## src/rtl/jpeg_dec_pkg.sv

```systemverilog
// Shared types and sizes for the JPEG decode pipe row/column stages.
package jpeg_dec_pkg;

  localparam int unsigned TOK_W = 16;
  localparam int unsigned ROW_N = 8;

  typedef enum logic [1:0] {
    ST_FILL = 2'd0,
    ST_EMIT = 2'd1,
    ST_EOS  = 2'd2
  } state_t;

endpackage

```

## src/rtl/rowsplit_buf.sv

```systemverilog
// Row register file: one lane written per token, tail lanes cleared on a short row.
module rowsplit_buf #(
  parameter int unsigned WIDTH = 16,
  parameter int unsigned LANES = 8,
  parameter int unsigned IDX_W = $clog2(LANES)
) (
  input  logic                     clock,
  input  logic                     reset,
  input  logic                     we,
  input  logic [IDX_W-1:0]         widx,
  input  logic [WIDTH-1:0]         wdata,
  input  logic                     clr,
  input  logic [IDX_W-1:0]         cidx,
  output logic [LANES*WIDTH-1:0]   rd
);

  logic [LANES-1:0][WIDTH-1:0] mem;

  always_ff @(posedge clock or negedge reset) begin
    if (!reset) begin
      mem <= '0;
    end else begin
      for (int k = 0; k < LANES; k++) begin
        if (we && (widx == IDX_W'(k))) begin
          mem[k] <= wdata;
        end else if (clr && (IDX_W'(k) >= cidx)) begin
          mem[k] <= '0;
        end
      end
    end
  end

  assign rd = mem;

endmodule

```

## src/rtl/rowsplit_d1.sv

```systemverilog
// Serial-to-row writer: gathers LANES tokens and emits them on LANES parallel lanes,
// padding a short final row and following it with an all-lane EOS token.
module rowsplit_d1
  import jpeg_dec_pkg::*;
#(
  parameter int unsigned WIDTH = TOK_W,
  parameter int unsigned LANES = ROW_N
) (
  input  logic                     clock,
  input  logic                     reset,
  input  logic [WIDTH-1:0]         i_d,
  input  logic                     i_e,
  input  logic                     i_v,
  output logic                     i_b,
  output logic [LANES*WIDTH-1:0]   o_d,
  output logic [LANES-1:0]         o_e,
  output logic [LANES-1:0]         o_v,
  input  logic [LANES-1:0]         o_b
);

  localparam int unsigned CNT_W = $clog2(LANES);

  state_t                   state;
  logic [CNT_W-1:0]         cnt;
  logic                     pend_eos;
  logic [LANES*WIDTH-1:0]   rd;
  logic [LANES*WIDTH-1:0]   row_c;
  logic                     in_fire_c;
  logic                     out_fire_c;
  logic                     buf_we_c;
  logic                     buf_clr_c;

  assign in_fire_c  = (state == ST_FILL) && i_v && !i_b;
  assign out_fire_c = o_v[0] && (o_b == '0);
  assign buf_we_c   = in_fire_c && !i_e;
  assign buf_clr_c  = in_fire_c && i_e && (cnt != '0);

  rowsplit_buf #(
    .WIDTH (WIDTH),
    .LANES (LANES),
    .IDX_W (CNT_W)
  ) u_buf (
    .clock (clock),
    .reset (reset),
    .we    (buf_we_c),
    .widx  (cnt),
    .wdata (i_d),
    .clr   (buf_clr_c),
    .cidx  (cnt),
    .rd    (rd)
  );

  // Row as it will look after this edge's write/pad, so o_d can load in the same edge.
  always_comb begin
    row_c = '0;
    for (int k = 0; k < LANES; k++) begin
      if (CNT_W'(k) < cnt) begin
        row_c[k*WIDTH +: WIDTH] = rd[k*WIDTH +: WIDTH];
      end else if ((CNT_W'(k) == cnt) && !i_e) begin
        row_c[k*WIDTH +: WIDTH] = i_d;
      end
    end
  end

  always_ff @(posedge clock or negedge reset) begin
    if (!reset) begin
      state    <= ST_FILL;
      cnt      <= '0;
      pend_eos <= 1'b0;
      i_b      <= 1'b0;
      o_v      <= '0;
      o_e      <= '0;
      o_d      <= '0;
    end else begin
      case (state)
        ST_FILL: begin
          if (in_fire_c) begin
            if (!i_e) begin
              if (cnt == CNT_W'(LANES - 1)) begin
                cnt   <= '0;
                state <= ST_EMIT;
                i_b   <= 1'b1;
                o_v   <= '1;
                o_e   <= '0;
                o_d   <= row_c;
              end else begin
                cnt <= cnt + CNT_W'(1);
              end
            end else if (cnt == '0) begin
              state <= ST_EOS;
              i_b   <= 1'b1;
              o_v   <= '1;
              o_e   <= '1;
              o_d   <= '0;
            end else begin
              cnt      <= '0;
              pend_eos <= 1'b1;
              state    <= ST_EMIT;
              i_b      <= 1'b1;
              o_v      <= '1;
              o_e      <= '0;
              o_d      <= row_c;
            end
          end
        end
        ST_EMIT: begin
          if (out_fire_c) begin
            pend_eos <= 1'b0;
            o_d      <= '0;
            if (pend_eos) begin
              state <= ST_EOS;
              o_e   <= '1;
            end else begin
              state <= ST_FILL;
              i_b   <= 1'b0;
              o_v   <= '0;
            end
          end
        end
        ST_EOS: begin
          if (out_fire_c) begin
            state <= ST_FILL;
            cnt   <= '0;
            i_b   <= 1'b0;
            o_v   <= '0;
            o_e   <= '0;
          end
        end
        default: begin
          state <= ST_FILL;
          cnt   <= '0;
          i_b   <= 1'b0;
          o_v   <= '0;
          o_e   <= '0;
          o_d   <= '0;
        end
      endcase
    end
  end

endmodule
```

## config.mk

```make
export PLATFORM = sky130hd
export DESIGN_NAME = rowsplit_d1
export DESIGN_NICKNAME = d
export VERILOG_FILES = /design/src/rtl/jpeg_dec_pkg.sv /design/src/rtl/rowsplit_buf.sv /design/src/rtl/rowsplit_d1.sv
export SDC_FILE = /design/constraint.sdc
export NUM_CORES = 1
export LEC_CHECK = 0
export BUFFER_PORTS_ARGS = -buffer_cell sky130_fd_sc_hd__buf_2
export CAP_MARGIN = 20
export CORE_ASPECT_RATIO = 1.5
export CORE_MARGIN = 2
export CORE_UTILIZATION = 30
export CTS_CLUSTER_DIAMETER = 40
export CTS_CLUSTER_SIZE = 8
export DETAILED_ROUTE_END_ITERATION = 10
export PLACE_DENSITY = 0.46
export REMOVE_ABC_BUFFERS = 1
export SYNTH_ARGS = -nofsm -noshare
export SYNTH_HDL_FRONTEND = slang
export SYNTH_SLANG_ARGS = --single-unit
export TNS_END_PERCENT = 5
```

## constraint.sdc

```tcl
create_clock -name clock -period 6.1 [get_ports clock]
set_input_delay 0.61 -clock clock [delete_from_list [all_inputs] [get_ports clock]]
set_output_delay 0.61 -clock clock [all_outputs]
set_load 0.01 [all_outputs]
```

==> run_results.csv <==
group,metric,value,unit
status,status,"complete, no violations",
layout,antenna_cells,0,
sta,rsz0062_at_grt,"false",
power,p_seq_share,37.1,%
critical_path,reg2reg_depth,7,
drt,via_per_inst,5.21,
global_route,antenna_found_initial,0,
global_route,grt_pass1_vias,8634,
yosys,yosys.area_share.simple,10.1,%
critical_path,worstSetupPathType,"reg -> reg",
critical_path,cpPeakStageDelay,780,ps
power,vdd_ir_drop_max,0.184,mV
critical_path,endpoint_kind,"flip-flop",
placement,post-place-ws,2690,ps
clock_tree,post_cts_buffers,0,
critical_path,crit_path_cell_trace,"ha_1, ha_1, nor2_1, o21ai_1, a21oi_4, buf_4, mux2_1",
floorplanning,initial_core_util,30.4,%
power,combPwrFrac,27.4,%
global_route,grt_pass1_wl,55200,um
critical_path,crit_slowest_cell,"dfrtp_1",
yosys,synth_top_family_by_area,"multiplexers",
drt,wl_per_cell,21.7,um
sta,holdWs,143,ps
global_route,grt_max_degree,115,
drt,routed_wl,35500,um
critical_path,critPathBufInv,1,
placement,place_area,12600,um^2
clock_tree,numCtsBuffers,41,
drt,drt_first_pass_iters,4,
clock_tree,cts_resized,0,
layout,nets,1163,
sta,finalCritPeriodShare,55.5,%
critical_path,cp_top_family,"flip-flops",
floorplanning,die_h,243,um
floorplanning,core_area,37700,um^2
yosys,synth_compound_area_share,15.0,%
drt,drc_errors,0,
yosys,postSynthCellCount,1011,
global_route,grt_overflow_total,0,
floorplanning,die_x,164,um
power,clockPowerShare,35.4,%
sta,fmax,295,MHz
power,finalPower,6.02,mW
sta,setup_viol,0,
clock_tree,cts-hold-fix-buffers,0,
clock_tree,worstSkewPairLatency,530,ps
clock_tree,htreeDepth,2,
yosys,yosysSeqAreaShare,54.2,%
sta,fin_crit,3390,ps
yosys,synth-xor-area-share,0,%
sta,relSlewSlack,28.0,%
layout,area_delta_synth_final,20.7,%
yosys,synth_area_per_cell,11.3,um^2
layout,drive_gt1_share,23.1,%
run,max-cap-violations,0,
yosys,synth-main-ff-cell,"dfrtp_1",
floorplanning,io_pins,173,
power,p_sw,2.07,mW
yosys,yosys_register_bits,248,
power,p_int,3.95,mW
sta,fin_skew,16.6,ps
layout,final_area,13800,um^2
yosys,synth_edf_count,0,
clock_tree,path_clk_slew,50,ps
critical_path,path_max_fanout,52,
floorplanning,die-area,39800,um^2
clock_tree,cts_sinks,248,
global_route,track_usage,18.0,%
clock_tree,cts_tree,"done",
yosys,ys_warn_count,0,
yosys,synth_area,11500,um^2
drt,vias,8540,
critical_path,crit_required,6490,ps
critical_path,critPathMostFrequentCell,"ha_1",
power,powerDensity,436,nW/um^2
sta,timing.final.ws_setup,2710,ps
yosys,synthAdderAreaFrac,0.437,%
power,swShare,34.4,%
drt,ant_nets,0,
sta,worstMarginPinSlew,1080,ps
floorplanning,placementRows,87,
clock_tree,clock-root-buffer,"clkbuf_16",
critical_path,cp_num_cells,7,
yosys,synthMuxAreaShare,15.2,%
worst_hold_path,hold_path_class,"in -> async",
power,leakage,7.08,nW
critical_path,start_kind,"flip-flop",
sta,slew_violations,0,
sta,hold_violations,0,
drt,drt_iter0_drc,430,
placement,dpl.hpwl,21900,um
placement,gp_congestion,0.746,
sta,tns,0,ps
yosys,async_flop_share,100,%
placement,port-buffer-count,172,
clock_tree,clock_path_buffers,3,
yosys,ys_types,50,
critical_path,critPathArrivalTime,3780,ps
==> cells by family after synthesis <==
kind of cell	count (synthesis)
and+or+nand+nor	248
DFF	248
AOI/OAI and AO/OA	221
muxes	160
buffers and inverters	130
adders and majority gates	4
==> through the flow <==
step / util [%] / instances
6_report: 36.7 / 1640
5_1_grt: 36.7 / 1640
4_1_cts: 36.7 / 1640
3_5_place_dp: 33.4 / 1577
3_3_place_gp: 33.4 / 1577
2_1_floorplan: - / 900
==> synthesized netlist by cell type, types with 2 or more instances <==
library cell    n  share of area [%]
dfrtp_1       248                 54
inv_1          17               0.56
nor2_1         76                2.5
o2bb2ai_1       3               0.23
o21ai_1         2              0.087
nand3_1        34                1.5
buf_1           2              0.066
mux2_2          9               0.88
nand2_1        90                2.9
o21a_1          2               0.13
buf_4          15               0.98
o211ai_1        3               0.20
o21ai_0         2              0.087
nor2b_1         5               0.27
a32oi_1        32                2.4
inv_2           2              0.066
a21o_1          3               0.20
and3_1          5               0.27
mux2_1        104                 10
nor4b_1         2               0.15
nand2b_1        5               0.27
nor3_1          5               0.22
a21oi_1        50                2.2
buf_2          22               0.96
clkbuf_1       71                2.3
a22o_1        114                8.7
ha_1            4               0.44
mux2i_1        47                4.1
and3b_1        16                1.2
==> flip-flops by register name, indices dropped and copies added (netlist names) <==
| register | count |
|---|---|
| pend_eos | 1 |
| o_e | 1 |
| o_d | 128 |
| o_v | 1 |
| state | 2 |
| u_buf.rd | 112 |
| cnt | 3 |
==> worst paths after layout <==
kind,start,endpoint,slack (ps)
max,cnt[0]$_DFFE_PN0P_,o_d[27]$_DFFE_PN0P_,2710
max in group asynchronous,reset,u_buf.rd[25]$_DFFE_PN0P_,4380
min reg2reg,o_d[50]$_DFFE_PN0P_,o_d[50]$_DFFE_PN0P_,480
min,reset,o_d[57]$_DFFE_PN0P_,140
max reg2reg,cnt[0]$_DFFE_PN0P_,o_d[27]$_DFFE_PN0P_,2710
min in group clock,o_b[6],o_v[6]$_DFFE_PN0P_,450
==> power groups by stage <==
stage | clock network, mW | logic, mW | registers (mW)
final | 2.13 | 1.65 | 2.24
after global routing | 2.26 | 1.81 | 2.28
after CTS | 2.19 | 1.70 | 2.23
after detailed placement | 0 | 1.69 | 2.25
after global placement | 0 | 1.68 | 2.25
after floorplan | 0 | 0.988 | 2.27
==> layout make-up <==
cell class	count	area [um^2]
Clock inverter	6	66.3
Tap cell	489	612
Multi-Input combinational cell	633	4720
Sequential cell	248	6210
Clock buffer	57	1170
Timing Repair Buffer	188	991
Fill cell	3838	23800
Inverter	19	71.3
==> metal layers <==
metal | track usage (%) | vias up | part of all wire (%)
met4 | 4.41 | 0 | 2.0
met2 | 30.6 | 267 | 50
li1 | - | 3864 | -
met5 | 0 | - | 0
met1 | 24.0 | 4361 | 43
met3 | 2.81 | 48 | 5.0
==> placed cells by master (no fill, tap or decap), types with 9 or more instances in the layout <==
| cell type | count |
|---|---|
| dfrtp_1 | 248 |
| buf_2 | 171 |
| a22o_1 | 114 |
| mux2_1 | 104 |
| nand2_1 | 90 |
| nor2_1 | 75 |
| a21oi_1 | 48 |
| mux2i_1 | 47 |
| clkbuf_16 | 43 |
| nand3_1 | 34 |
| a32oi_1 | 32 |
| inv_1 | 17 |
| and3b_1 | 16 |
| buf_4 | 16 |
| clkbuf_1 | 10 |
| mux2_2 | 9 |
No activity file was read; power rests on OpenSTA's default activity.
